==> src/rtl/fir_sample_fifo.sv <==
// Output stage behind the 8-bit FIR filter: optional decimation, FWFT FIFO, sticky overflow.
// Optional almost_full output is enabled by defining FIFO_ALMOST_FULL_EN.
module fir_sample_fifo #(
    parameter int DEPTH = 8,
    parameter int AW    = 3,
    parameter int DECIM = 1
) (
    input  logic          clk,
    input  logic          rst,
    input  logic          in_valid,
    input  logic [7:0]    in_data,
    output logic          out_valid,
    input  logic          out_ready,
    output logic [7:0]    out_data,
    output logic [AW:0]   count,
    output logic          overflow,
    input  logic          clr_ovf
`ifdef FIFO_ALMOST_FULL_EN
    ,
    output logic          almost_full
`endif
);

    localparam logic [AW:0] FULL_CNT  = (AW+1)'(DEPTH);
    localparam logic [3:0]  DCNT_LAST = 4'(DECIM - 1);

    logic [7:0]    mem [DEPTH];
    logic [AW-1:0] wr_ptr_reg, wr_ptr_next;
    logic [AW-1:0] rd_ptr_reg, rd_ptr_next;
    logic [AW:0]   count_reg, count_next;
    logic [3:0]    dcnt_reg, dcnt_next;
    logic          overflow_reg, overflow_next;

    logic push, pop, full, empty, wr_en, drop;

    always_comb begin
        empty = (count_reg == '0);
        full  = (count_reg == FULL_CNT);
        push  = in_valid && (dcnt_reg == 4'd0);
        pop   = !empty && out_ready;
        // A full FIFO still accepts a sample when the head leaves in the same cycle.
        wr_en = push && (!full || pop);
        drop  = push && full && !pop;

        dcnt_next = dcnt_reg;
        if (in_valid) begin
            dcnt_next = (dcnt_reg == DCNT_LAST) ? 4'd0 : dcnt_reg + 4'd1;
        end

        wr_ptr_next = wr_en ? wr_ptr_reg + 1'b1 : wr_ptr_reg;
        rd_ptr_next = pop   ? rd_ptr_reg + 1'b1 : rd_ptr_reg;

        count_next = count_reg;
        if (wr_en && !pop) begin
            count_next = count_reg + 1'b1;
        end else if (!wr_en && pop) begin
            count_next = count_reg - 1'b1;
        end

        // A drop wins over a simultaneous clear.
        overflow_next = overflow_reg;
        if (drop) begin
            overflow_next = 1'b1;
        end else if (clr_ovf) begin
            overflow_next = 1'b0;
        end
    end

    always_ff @(posedge clk or negedge rst) begin
        if (!rst) begin
            wr_ptr_reg   <= '0;
            rd_ptr_reg   <= '0;
            count_reg    <= '0;
            dcnt_reg     <= '0;
            overflow_reg <= 1'b0;
        end else begin
            wr_ptr_reg   <= wr_ptr_next;
            rd_ptr_reg   <= rd_ptr_next;
            count_reg    <= count_next;
            dcnt_reg     <= dcnt_next;
            overflow_reg <= overflow_next;
        end
    end

    // Storage is not reset; each entry loads only when addressed by the write pointer.
    generate
        for (genvar gi = 0; gi < DEPTH; gi++) begin : g_mem
            always_ff @(posedge clk) begin
                if (wr_en && (wr_ptr_reg == AW'(gi))) begin
                    mem[gi] <= in_data;
                end
            end
        end
    endgenerate

    assign out_valid = !empty;
    assign out_data  = empty ? 8'h00 : mem[rd_ptr_reg];
    assign count     = count_reg;
    assign overflow  = overflow_reg;

`ifdef FIFO_ALMOST_FULL_EN
    localparam logic [AW:0] AF_CNT = (AW+1)'(DEPTH - 2);
    logic almost_full_reg;

    always_ff @(posedge clk or negedge rst) begin
        if (!rst) begin
            almost_full_reg <= 1'b0;
        end else begin
            almost_full_reg <= (count_next >= AF_CNT);
        end
    end

    assign almost_full = almost_full_reg;
`endif

endmodule

==> config.mk <==
export PLATFORM = sky130hd
export DESIGN_NAME = fir_sample_fifo
export DESIGN_NICKNAME = d
export VERILOG_FILES = /design/src/rtl/fir_sample_fifo.sv
export SDC_FILE = /design/constraint.sdc
export NUM_CORES = 1
export LEC_CHECK = 0
export ABC_AREA = 1
export CAP_MARGIN = 15
export CORE_MARGIN = 2
export CORE_UTILIZATION = 30
export CTS_BUF_LIST = sky130_fd_sc_hd__clkbuf_4 sky130_fd_sc_hd__clkbuf_8
export DETAILED_ROUTE_END_ITERATION = 12
export REMOVE_ABC_BUFFERS = 1
export SYNTH_ARGS = -nofsm -noshare
export SYNTH_HDL_FRONTEND = slang
export SYNTH_SLANG_ARGS = --single-unit
export TNS_END_PERCENT = 50
==> constraint.sdc <==
create_clock -name clk -period 2.3 [get_ports clk]
set_input_delay 0.46 -clock clk [delete_from_list [all_inputs] [get_ports clk]]
set_output_delay 0.46 -clock clk [all_outputs]
set_load 0.05 [all_outputs]
# Word-level counts from Yosys, hierarchy flattened
# Memories as Yosys holds them, arrays and structs flattened.
# Cells that the tools add are included.
# word_totals
reg_bits	15
out_inout_bits	14
in_bits	13
ramBits	64
mem_count	1
wordCells	94
# mem_list
memory	words	word_bits	rd	rd_clocked_by_memory_dff	write_ports	line_no	rtl
mem	8	8	1	0	1	27	logic [7:0] mem [DEPTH];
# op_classes
n_reduce_logical	32
muxes	43
n_addsub	5
eq_ne	8
# ops
op	count
$mux 8	8
$reduce_or 8->1	7
$mux 1	25
$mux 3	7
$logic_and 1x1->1	15
$eq 3x3->1 const B	4
$mux 4	3
$add 4x1->4 const B	2
$logic_not 4->1	2
$add 3x1->3 const B	2
$eq 3x2->1 const B	2
$eq 4x4->1 const B	1
$logic_not 1->1	4
$reduce_bool 2->1	2
$sub 4x1->4 const B	1
$eq 3x1->1 const B	1
$logic_not 3->1	1
$logic_or 1x1->1	1

# Logic depth before layout (Yosys ltp)
# Gate-level depths: netlist of the first run.
# depth
word_depth	16
depth_mapped	16
ltp_nobuf	16

# Worst setup path after synthesis of the first run
# Ideal clock, no wire load.
# synth_path
path_kind	reg2out
start	register count_reg[0], in the netlist count[0]
end	output port out_data[0]
t_required_ns	1.840
setup_slack_ns	-0.007
path_stages_with_launch	6
arrival_time_ns	1.847
n_path_buf	1
path_cell_list	dfrtp_1 nor2_2 nand2_1 buf_6 nand2_1 nor2_1
# synth_between
elab_chain_len	2
# synth_rtl
element	line_no	rtl
from (decl)	30	logic [AW:0] count_reg, count_next;
from (signal assigned)	79	count_reg <= count_next;
$logic_not 4->1	37	empty = (count_reg == '0);
$mux 8	97	assign out_data = empty ? 8'h00 : mem[rd_ptr_reg];
to (decl)	14	output logic [7:0] out_data,
# Every way passes these cells.

# Worst setup path after layout of the first run
# layout_path
start	register rd_ptr_reg[2]
end	output port out_data[7]
# layout_between
elab_chain_len	2
# layout_rtl
element	line_no	rtl
from (decl)	29	logic [AW-1:0] rd_ptr_reg, rd_ptr_next;
from (signal assigned)	78	rd_ptr_reg <= rd_ptr_next;
$mem_v2 8x8	-	
$mux 8	97	
# Every way passes these cells.

==> results of run 1 <==
-- cells by family after synthesis --
| group | count (synthesis) | share of synthesized area, % |
|---|---|---|
| flip-flops | 79 | 59.7 |
| adder cells (fa/ha/maj) | 13 | 4.43 |
| XOR/XNOR | 7 | 1.79 |
| AND/OR/NAND/NOR | 184 | 21.4 |
| AO/OA/AOI/OAI | 7 | 0.944 |
| buffers and inverters | 100 | 11.7 |
-- layout make-up --
cell class | instances | area [um2] | share of cell area (%)
Sequential cell | 79 | 2300 | 49.4
Multi-Input combinational cell | 211 | 1100 | 23.6
Timing Repair Buffer | 48 | 515 | 11.1
Inverter | 86 | 330 | 7.09
Tap cell | 172 | 215 | 4.62
Clock buffer | 11 | 139 | 2.98
Clock inverter | 5 | 58.8 | 1.26
-- timing repair --
item | 4_1_cts | 5_1_grt
hold endpoints to repair | 0 | 0
resized for setup | 2 | 1
buffers inserted | 0 | 2
endpoints found under the setup margin | 8 | 3
-- path summary, 6_finish.rpt --
kind	slack (ns)	end
min	0.47	dcnt_reg[3]
max in group asynchronous	1.28	rd_ptr_reg[1]
max reg2reg	0.24	count[3]
min reg2reg	0.47	dcnt_reg[3]
max	0.11	out_data[7]
min in group asynchronous	0.54	count[1]
-- cell usage after synthesis, types with 3 or more instances --
cell      instances  area (um2)
xnor2_1           3        26.3
buf_2             5        25.0
inv_1            82         308
ha_1             12         150
nor3_2            6        60.1
o21ai_0           3        15.0
buf_6             6        67.6
nor2_1           24        90.1
nand3_1          42         210
dfrtp_1          15         375
nand2_1         103         387
edfxtp_1         64        1920
xor2_1            3        26.3
-- metal layers --
layer / part of all wire, % / wire (um) / vias up / track usage [%]
met2: 50 / 3750 / 33 / 19.8
met3: 2.9 / 214 / 14 / 2.47
met4: 2.1 / 155 / 0 / 5.88
met5: 0 / 0 / - / 0
met1: 45 / 3370 / 1184 / 13.9
li1: - / - / 1301 / -
-- critical path, cell delays in order, from the launching register on --
cell and delay (ns):
dfrtp_1 0.84, nor2_1 0.14, nor2_2 0.25, buf_12 0.17
-- per-stage QoR --
step,instances,setup TNS (ns)
6_report,612,0
5_1_grt,612,0
4_1_cts,610,0
3_5_place_dp,594,-0.158
3_3_place_gp,594,0
2_1_floorplan,376,-3.33
-- power by group --
| group | leakage (nW) | total (mW) | internal, mW | switching (mW) |
|---|---|---|---|---|
| combinational | 1.26 | 3.02 | 1.24 | 1.78 |
| sequential | 0.758 | 1.91 | 1.69 | 0.221 |
| clock | 0.0964 | 1.01 | 0.526 | 0.485 |
==> results.ini, run 1 <==
[setup_path]
crit_path_max_fanout=17
end_kind=primary output
worstPathRequired_ns=1.84
r2r_start=count[0]
critPathLaunch=rd_ptr_reg[2]
startpoint_type=flop
rr_worst_depth=14
crit_type=reg2out
crit_arrival_ns=1.73

[synth]
synth_warnings=0
synth-seq-area-share_pct=59.7
ys_ff_latch=79
ys_types=29
synth_area_um2=3840
syn_avg_cell_area_um2=9.86
ys_async_sr_fraction_pct=19.0
synth-edff-count=64
synth_cells=390
synth-main-ff-cell=edfxtp_1

[clock_tree]
cts_tree=done
path_clk_slew_ns=0.08
cts_num_sinks=79
cts-buffers-inserted=9
cts.path.max_buffers=2
worstSkewPairLatency_ns=0.34
ctsHoldBuffers=0
htree_levels=3
ctsRootBufferMaster=clkbuf_8

[job]
maxCapViolCount=0

[global_route]
antenna_found_initial=0
grt_max_degree=34
overflow=0
grt_pass1_vias=2398
grt_use_total_pct=11.6
grt_first_pass_wirelength_mm=11.9

[power_and_ir_drop]
power_mw=5.94
power_density_nw_per_um2=1270
leakage_nw=2.11
ir_worst_vdd_v=0.000387

[finish]
layout_common_cells=nand2_1 (103), inv_1 (82), edfxtp_1 (64)
largest_reg_flops=64
antenna_cells=0
drive_above_1_share_pct=15.2
design_area_um2=4660
final_common_cell=nand2_1
post-route-util_pct=37.1
fin_nets=461
area_growth_pct=21.1
fillerInstances=1225

[sta]
fmax_mhz=457
timing.hold.ws_ns=0.471
hold_viol=0
fin_skew_ns=0.0106
layout_setup_ws_ns=0.109
fin_crit_ns=2.19
max_slew_margin_pct=49.8
setup_viol=0
slew_viol_final=0
min_period_over_period_pct=95.2
rsz0062_at_grt=false
tightestPinTransition_ns=0.752

[routing]
viasPerCell=4.14
dr_total_vias=2532
firstDrtPassIters=4
drc=0
routedWlPerCell_um=12.2
drt_iter0_markers=127
ant_nets=0
routed_wl_mm=7.49

[floorplanning]
core_um2=12600
fp-row-count=41
die-area_um2=13700
die_h_um=117
io_pins=27
start_util_pct=30.6
die_w_um=117

[hold_path]
hold_depth=1
hp-start=dcnt_reg[3]
worst_hold_path_type=reg2reg

[place]
dp_hpwl_mm=4.87
pre_cts_ws_ns=-0.0988
gp_routability_congestion=0.755
placed_area_um2=4440
portBuffers=26

[status]
status=complete, no violations

(Power assumes the default switching activity.)
==> inputs of run 2 (changes only) <==
--- a/config.mk
+++ b/config.mk
@@ -7,7 +7,7 @@
 export LEC_CHECK = 0
 export ABC_AREA = 1
 export CAP_MARGIN = 15
-export CORE_MARGIN = 2
+export CORE_MARGIN = 3
 export CORE_UTILIZATION = 30
 export CTS_BUF_LIST = sky130_fd_sc_hd__clkbuf_4 sky130_fd_sc_hd__clkbuf_8
 export DETAILED_ROUTE_END_ITERATION = 12
==> run 2 against run 1 <==
  * Power grew 1.3%
  * Critical path depth rose by 5
  * Die area up 3.4%
  * First-iteration DRC count rose by 39%
  * Clock-buffer cell count grew 1
  * Register-to-register slack improved by 0.08 ns
  * Via count is 0.59% higher
  * Cell count is 1.1% lower
  * Core utilization rose by 1.1 points
  * Routed wire length unchanged
  * Largest power group unchanged
==> results.ini, run 2 (synthesis gave the netlist of run 1 again) <==
[status]
status=complete, no violations

[clock_tree]
cts.path.max_buffers=2  ; unchanged
worstSkewPairLatency_ns=0.34  ; about the same
cts_tree=done
cts_setup_buffers=0  ; unchanged
ctsHoldBuffers=0  ; unchanged
cts_num_sinks=79  ; unchanged
ctsRootBufferMaster=clkbuf_8
cts-buffers-inserted=9  ; unchanged
path_clk_slew_ns=0.08  ; about the same
post_cts_resized=5  ; +3
htree_levels=3  ; unchanged

[power_and_ir_drop]
power_density_nw_per_um2=1290  ; +0.97%
clkPwrFrac_pct=16.6  ; -0.4 points
p_sw_mw=2.52  ; +1.2%
ir_worst_vdd_v=0.000349  ; -9.9%
leakage_nw=2.11  ; about the same
p_int_mw=3.50  ; +1.4%
p_seq_share_pct=32.0  ; about the same
switching_share_pct=41.9  ; -0.049 points
p_comb_share_pct=51.4  ; +0.5 points

[finish]
antenna_cells=0  ; unchanged
final_cells=605  ; -1.1%
area_growth_pct=21.6
final_common_cell=nand2_1
fillerInstances=1176  ; -4.0%
drive_above_1_share_pct=15.6  ; +0.33 points
layout_common_cells=nand2_1 (103), inv_1 (82), edfxtp_1 (64)
largest_reg_flops=64  ; unchanged
fin_nets=458  ; -0.65%

[global_route]
overflow=0  ; unchanged
grt_use_total_pct=11.3  ; -0.36 points
antenna_found_initial=0  ; unchanged
grt_first_pass_wirelength_mm=12.3  ; +3.6%
grt_max_degree=35  ; +2.9%
grt_pass1_vias=2439  ; +1.7%

[floorplanning]
fp-row-count=40  ; -2.4%
start_util_pct=31.4  ; +0.76 points
die_w_um=119  ; +1.7%
io_pins=27  ; unchanged
die-area_um2=14200  ; +3.4%
die_h_um=119  ; +1.7%
core_um2=12300  ; -2.4%

[routing]
drc=0  ; unchanged
firstDrtPassIters=7  ; +3
dr_total_vias=2547  ; +0.59%
routed_wl_mm=7.49  ; unchanged
viasPerCell=4.21  ; +1.8%
ant_nets=0  ; unchanged
drt_iter0_markers=176  ; +39%
routedWlPerCell_um=12.4  ; +1.2%

[place]
gp_routability_congestion=0.745  ; -1.3%
place_inst=589  ; -0.84%
portBuffers=26  ; unchanged
pre_cts_ws_ns=-0.0861  ; +0.0127 ns
dp_hpwl_mm=4.78  ; -1.8%

[setup_path]
crit_type=reg2out
cp_slowest_cell=dfrtp_1
end_kind=primary output
crit_chain=buf_12 -> inv_12 -> nand2_1 -> nand3_1 -> nand3_1 -> nand2_1 -> nor2_1 -> buf_12
worstPathRequired_ns=1.84  ; about the same
cp_slowest_stage_delay_ns=0.37  ; -0.47 ns
crit_arrival_ns=1.70  ; -0.03 ns
r2r_start=dcnt_reg[0]
crit_path_max_fanout=34  ; +17
critPathLaunch=rd_ptr_reg[0]
startpoint_type=flop

[sta]
fin_tns_setup_ns=0  ; unchanged
fin_skew_ns=0.00929  ; -0.00132 ns
slew_viol_final=0  ; unchanged
layout_setup_ws_ns=0.142  ; +0.0322 ns
setup_viol=0  ; unchanged
hold_viol=0  ; unchanged
fmax_mhz=463  ; +1.5%
max_slew_margin_pct=55.1  ; +5.3 points
tightestPinTransition_ns=0.671  ; -0.0812 ns
min_period_over_period_pct=93.8  ; -1.4 points
rsz0062_at_grt=false
fin_crit_ns=2.16  ; -0.0322 ns

[job]
maxCapViolCount=0  ; unchanged

[hold_path]
hp-start=dcnt_reg[3]
worst_hold_path_type=reg2reg

run 2: changes by cell type in the layout (fill, tap and decap cells not counted), moves of 2 or more:
cell and change:
buf_12 +2, buf_4 -5, dfrtp_1 -2, dfrtp_2 +2, nor2_1 -3, nor2_2 +2
run 2: final timing paths:
kind / endpoint / slack (ns) / depth (start not counted)
max: out_data[2] / 0.14 / 8
min: dcnt_reg[3] / 0.47 / 1
max reg2reg: count[2] / 0.32 / 12
min reg2reg: dcnt_reg[3] / 0.47 / 1
max in group asynchronous: rd_ptr_reg[2] / 1.29 / 1
min in group asynchronous: count[3] / 0.53 / 1
run 2: metrics by stage:
step	hold slack, ns	area, um2	total power, mW	utilization, %
floorplan	0.164	3720	3.66	-
global placement	0.462	4450	4.95	36.3
detailed placement	0.458	4450	5.00	36.3
CTS	0.472	4650	6.03	38.0
global route	0.497	4670	6.41	38.1
finish	0.468	4670	6.02	38.1
run 2: metal layers:
| layer | routed length (um) | track usage (%) |
|---|---|---|
| met3 | 320 | 3.80 |
| met4 | 76 | 3.77 |
| met5 | 0 | 0 |
| met2 | 3850 | 18.6 |
| met1 | 3250 | 13.8 |
run 2: power groups by stage:
stage          clock [mW]  sequential (mW)  combinational, mW
5_1_grt              1.11             1.96               3.35
2_1_floorplan           0             2.07               1.60
4_1_cts              1.03             1.93               3.08
3_3_place_gp            0             1.95               3.00
6_report            0.996             1.93               3.09
3_5_place_dp            0             1.95               3.05
run 2: layout make-up:
class	count	area [um2]	area share, %
sequential	79	2300	49.2
multi-input combinational	211	1110	23.8
timing repair buffer	45	518	11.1
inverter	86	340	7.28
tap	168	210	4.50
clock buffer	12	146	3.13
clock inverter	4	46.3	0.990
run 2: worst max-delay path: cells and delay by family (launching register included):
family,cells,cell delay [ns]
and+or+nand+nor,5,0.46
buffers and inverters,3,0.50
DFF,1,0.37
==> inputs of run 3 (changes only) <==
--- a/config.mk
+++ b/config.mk
@@ -7,7 +7,6 @@
 export LEC_CHECK = 0
 export ABC_AREA = 1
 export CAP_MARGIN = 15
-export CORE_MARGIN = 3
 export CORE_UTILIZATION = 30
 export CTS_BUF_LIST = sky130_fd_sc_hd__clkbuf_4 sky130_fd_sc_hd__clkbuf_8
 export DETAILED_ROUTE_END_ITERATION = 12
==> run 3 against run 2 <==
  * Routed wire length up 0.11%
  * Via count up 0.90%
  * Sequential power barely moved
  * Critical path depth shrank 7
  * Core utilization about the same
  * Clock skew is 0.0026 ns lower
  * Die area shrank 6.6%
  * Maximum frequency increased by 0.21%
  * Cell count increased by 0.66%
  * Power down 0.63%
  * Sequential share of layout area down 0.067 points
  * Clock-buffer cell count fell by 2
  * Critical path type unchanged
==> results.ini, run 3 (synthesis gave the netlist of run 1 again) <==
[place]
gp_routability_congestion=0.791  ; +6.2%
pre_cts_ws_ns=-0.0468  ; +0.0392 ns
place_inst=593  ; +0.68%
portBuffers=26  ; unchanged
dp_hpwl_mm=4.88  ; +2.1%

[clock_tree]
htree_levels=3  ; unchanged
worstSkewPairLatency_ns=0.34  ; about the same
cts-buffers-inserted=9  ; unchanged
cts_num_sinks=79  ; unchanged
path_clk_slew_ns=0.08  ; about the same
ctsRootBufferMaster=clkbuf_8
ctsHoldBuffers=0  ; unchanged
cts.path.max_buffers=2  ; unchanged
cts_tree=done

[sta]
min_period_over_period_pct=93.6  ; -0.20 points
setup_viol=0  ; unchanged
fin_crit_ns=2.15  ; -0.00456 ns
fin_tns_setup_ns=0  ; unchanged
max_slew_margin_pct=51.0  ; -4.1 points
layout_setup_ws_ns=0.146  ; +0.00456 ns
fin_skew_ns=0.00669  ; -0.00260 ns
tightestPinTransition_ns=0.735  ; +0.0637 ns
fmax_mhz=464  ; +0.21%
hold_viol=0  ; unchanged
rsz0062_at_grt=false
slew_viol_final=0  ; unchanged

[floorplanning]
core_um2=12300  ; unchanged
start_util_pct=31.4  ; unchanged
die_h_um=115  ; -3.4%
fp-row-count=40  ; unchanged
die_w_um=115  ; -3.4%
die-area_um2=13300  ; -6.6%
io_pins=27  ; unchanged

[setup_path]
crit_type=reg2out
startpoint_type=flop
r2r_end=count[3]
end_kind=primary output
cp_slowest_stage_delay_ns=0.86  ; +0.49 ns
crit_arrival_ns=1.69  ; about the same
crit_chain=clkdlybuf4s50_1
crit_path_max_fanout=6  ; -82%
rr_worst_depth=16  ; +4
cp_slowest_cell=clkdlybuf4s50_1
r2r_slack_ns=0.27  ; -0.05 ns
path_buf_inv=1  ; -2
critPathTopFamily=buffers and inverters
r2r_start=dcnt_reg[0]
worstPathRequired_ns=1.84  ; about the same

[routing]
viasPerCell=4.22  ; +0.24%
drt_iter0_markers=154  ; -13%
ant_nets=0  ; unchanged
drc=0  ; unchanged
routed_wl_mm=7.50  ; +0.11%
routedWlPerCell_um=12.3  ; -0.55%
dr_total_vias=2570  ; +0.90%
firstDrtPassIters=4  ; -3

[global_route]
grt_use_total_pct=12.5  ; +1.2 points
grt_max_degree=34  ; -2.9%
overflow=0  ; unchanged
antenna_found_initial=0  ; unchanged
grt_first_pass_wirelength_mm=12.3  ; +0.34%
grt_pass1_vias=2561  ; +5.0%

[finish]
area_growth_pct=21.6  ; about the same
layout_common_cells=nand2_1 (103), inv_1 (82), edfxtp_1 (64)
final_cells=609  ; +0.66%
final_common_cell=nand2_1
antenna_cells=0  ; unchanged
post-route-util_pct=38.1  ; about the same
fillerInstances=1172  ; -0.34%
fin_nets=462  ; +0.87%
regArea_um2=2300  ; -0.11%
multiInputGateArea_um2=1110  ; unchanged
drive_above_1_share_pct=16.1  ; +0.54 points
largest_reg_flops=64  ; unchanged

[power_and_ir_drop]
ir_worst_vdd_v=0.000527  ; +51%
leakage_nw=2.11  ; +0.12%
power_density_nw_per_um2=1280  ; -0.65%

[job]
maxCapViolCount=0  ; unchanged

[hold_path]
holdPathEnd=dcnt_reg[3]
hold_depth=1  ; unchanged
hp-start=dcnt_reg[3]
worst_hold_path_type=reg2reg

[status]
status=complete, no violations

-- run 3: layer usage --
layer / track usage, % / vias up / share of wire (%)
met4: 5.02 / 0 / 1.5
li1: - / 1303 / -
met2: 22.5 / 43 / 52
met3: 2.58 / 12 / 3.9
met1: 14.4 / 1212 / 43
met5: 0 / - / 0
-- run 3: layout make-up --
class,instances,area share (%)
clock buffers,10,2.81
well taps,168,4.50
repair buffers,49,11.3
multi-input cells,211,23.8
inverters,86,7.17
flip-flops and latches,79,49.2
clock inverters,6,1.31
-- run 3: worst register-to-register path: stages (launching register included) --
cell,delay (ns)
dfrtp_1,0.42
inv_1,0.07
ha_1,0.16
nand3_2,0.09
inv_2,0.09
nand2_4,0.05
inv_2,0.06
ha_1,0.16
inv_1,0.08
ha_1,0.33
nand2_1,0.07
nor2_1,0.10
nor2_1,0.05
nand2_1,0.05
nand2_1,0.05
nand2_1,0.05
nand2_1,0.04
-- run 3: repair_timing --
item | in CTS | in global routing
pin swaps | 0 | 1
resized for setup | 2 | 9
setup endpoints to repair | 2 | 8
setup buffers | 0 | 0
-- run 3: worst max path at each step --
stage                        from          end  slack, ns  cells past startpoint
global route        rd_ptr_reg[0]  out_data[3]       0.03                      8
finish                   count[0]     count[0]       0.15                      1
detailed placement      out_ready     count[3]      -0.05                     15
CTS                 rd_ptr_reg[0]  out_data[0]       0.04                      8
floorplan                count[0]     count[3]      -0.40                     13
global placement        out_ready     count[3]       0.01                     15
-- run 3: through the flow --
step                power, mW  hold slack (ns)  cell area, um2
floorplan                3.66            0.164            3720
global placement         4.92            0.460            4460
detailed placement       4.97            0.457            4460
CTS                      5.97            0.472            4650
global route             6.36            0.497            4680
finish                   5.98            0.470            4680
-- run 3: report_power, final --
part / total (mW) / internal (mW) / switching, mW
Sequential: 1.91 / 1.69 / 0.227
Combinational: 3.07 / 1.27 / 1.81
Clock: 0.993 / 0.508 / 0.485
Total: 5.98 / 3.46 / 2.52
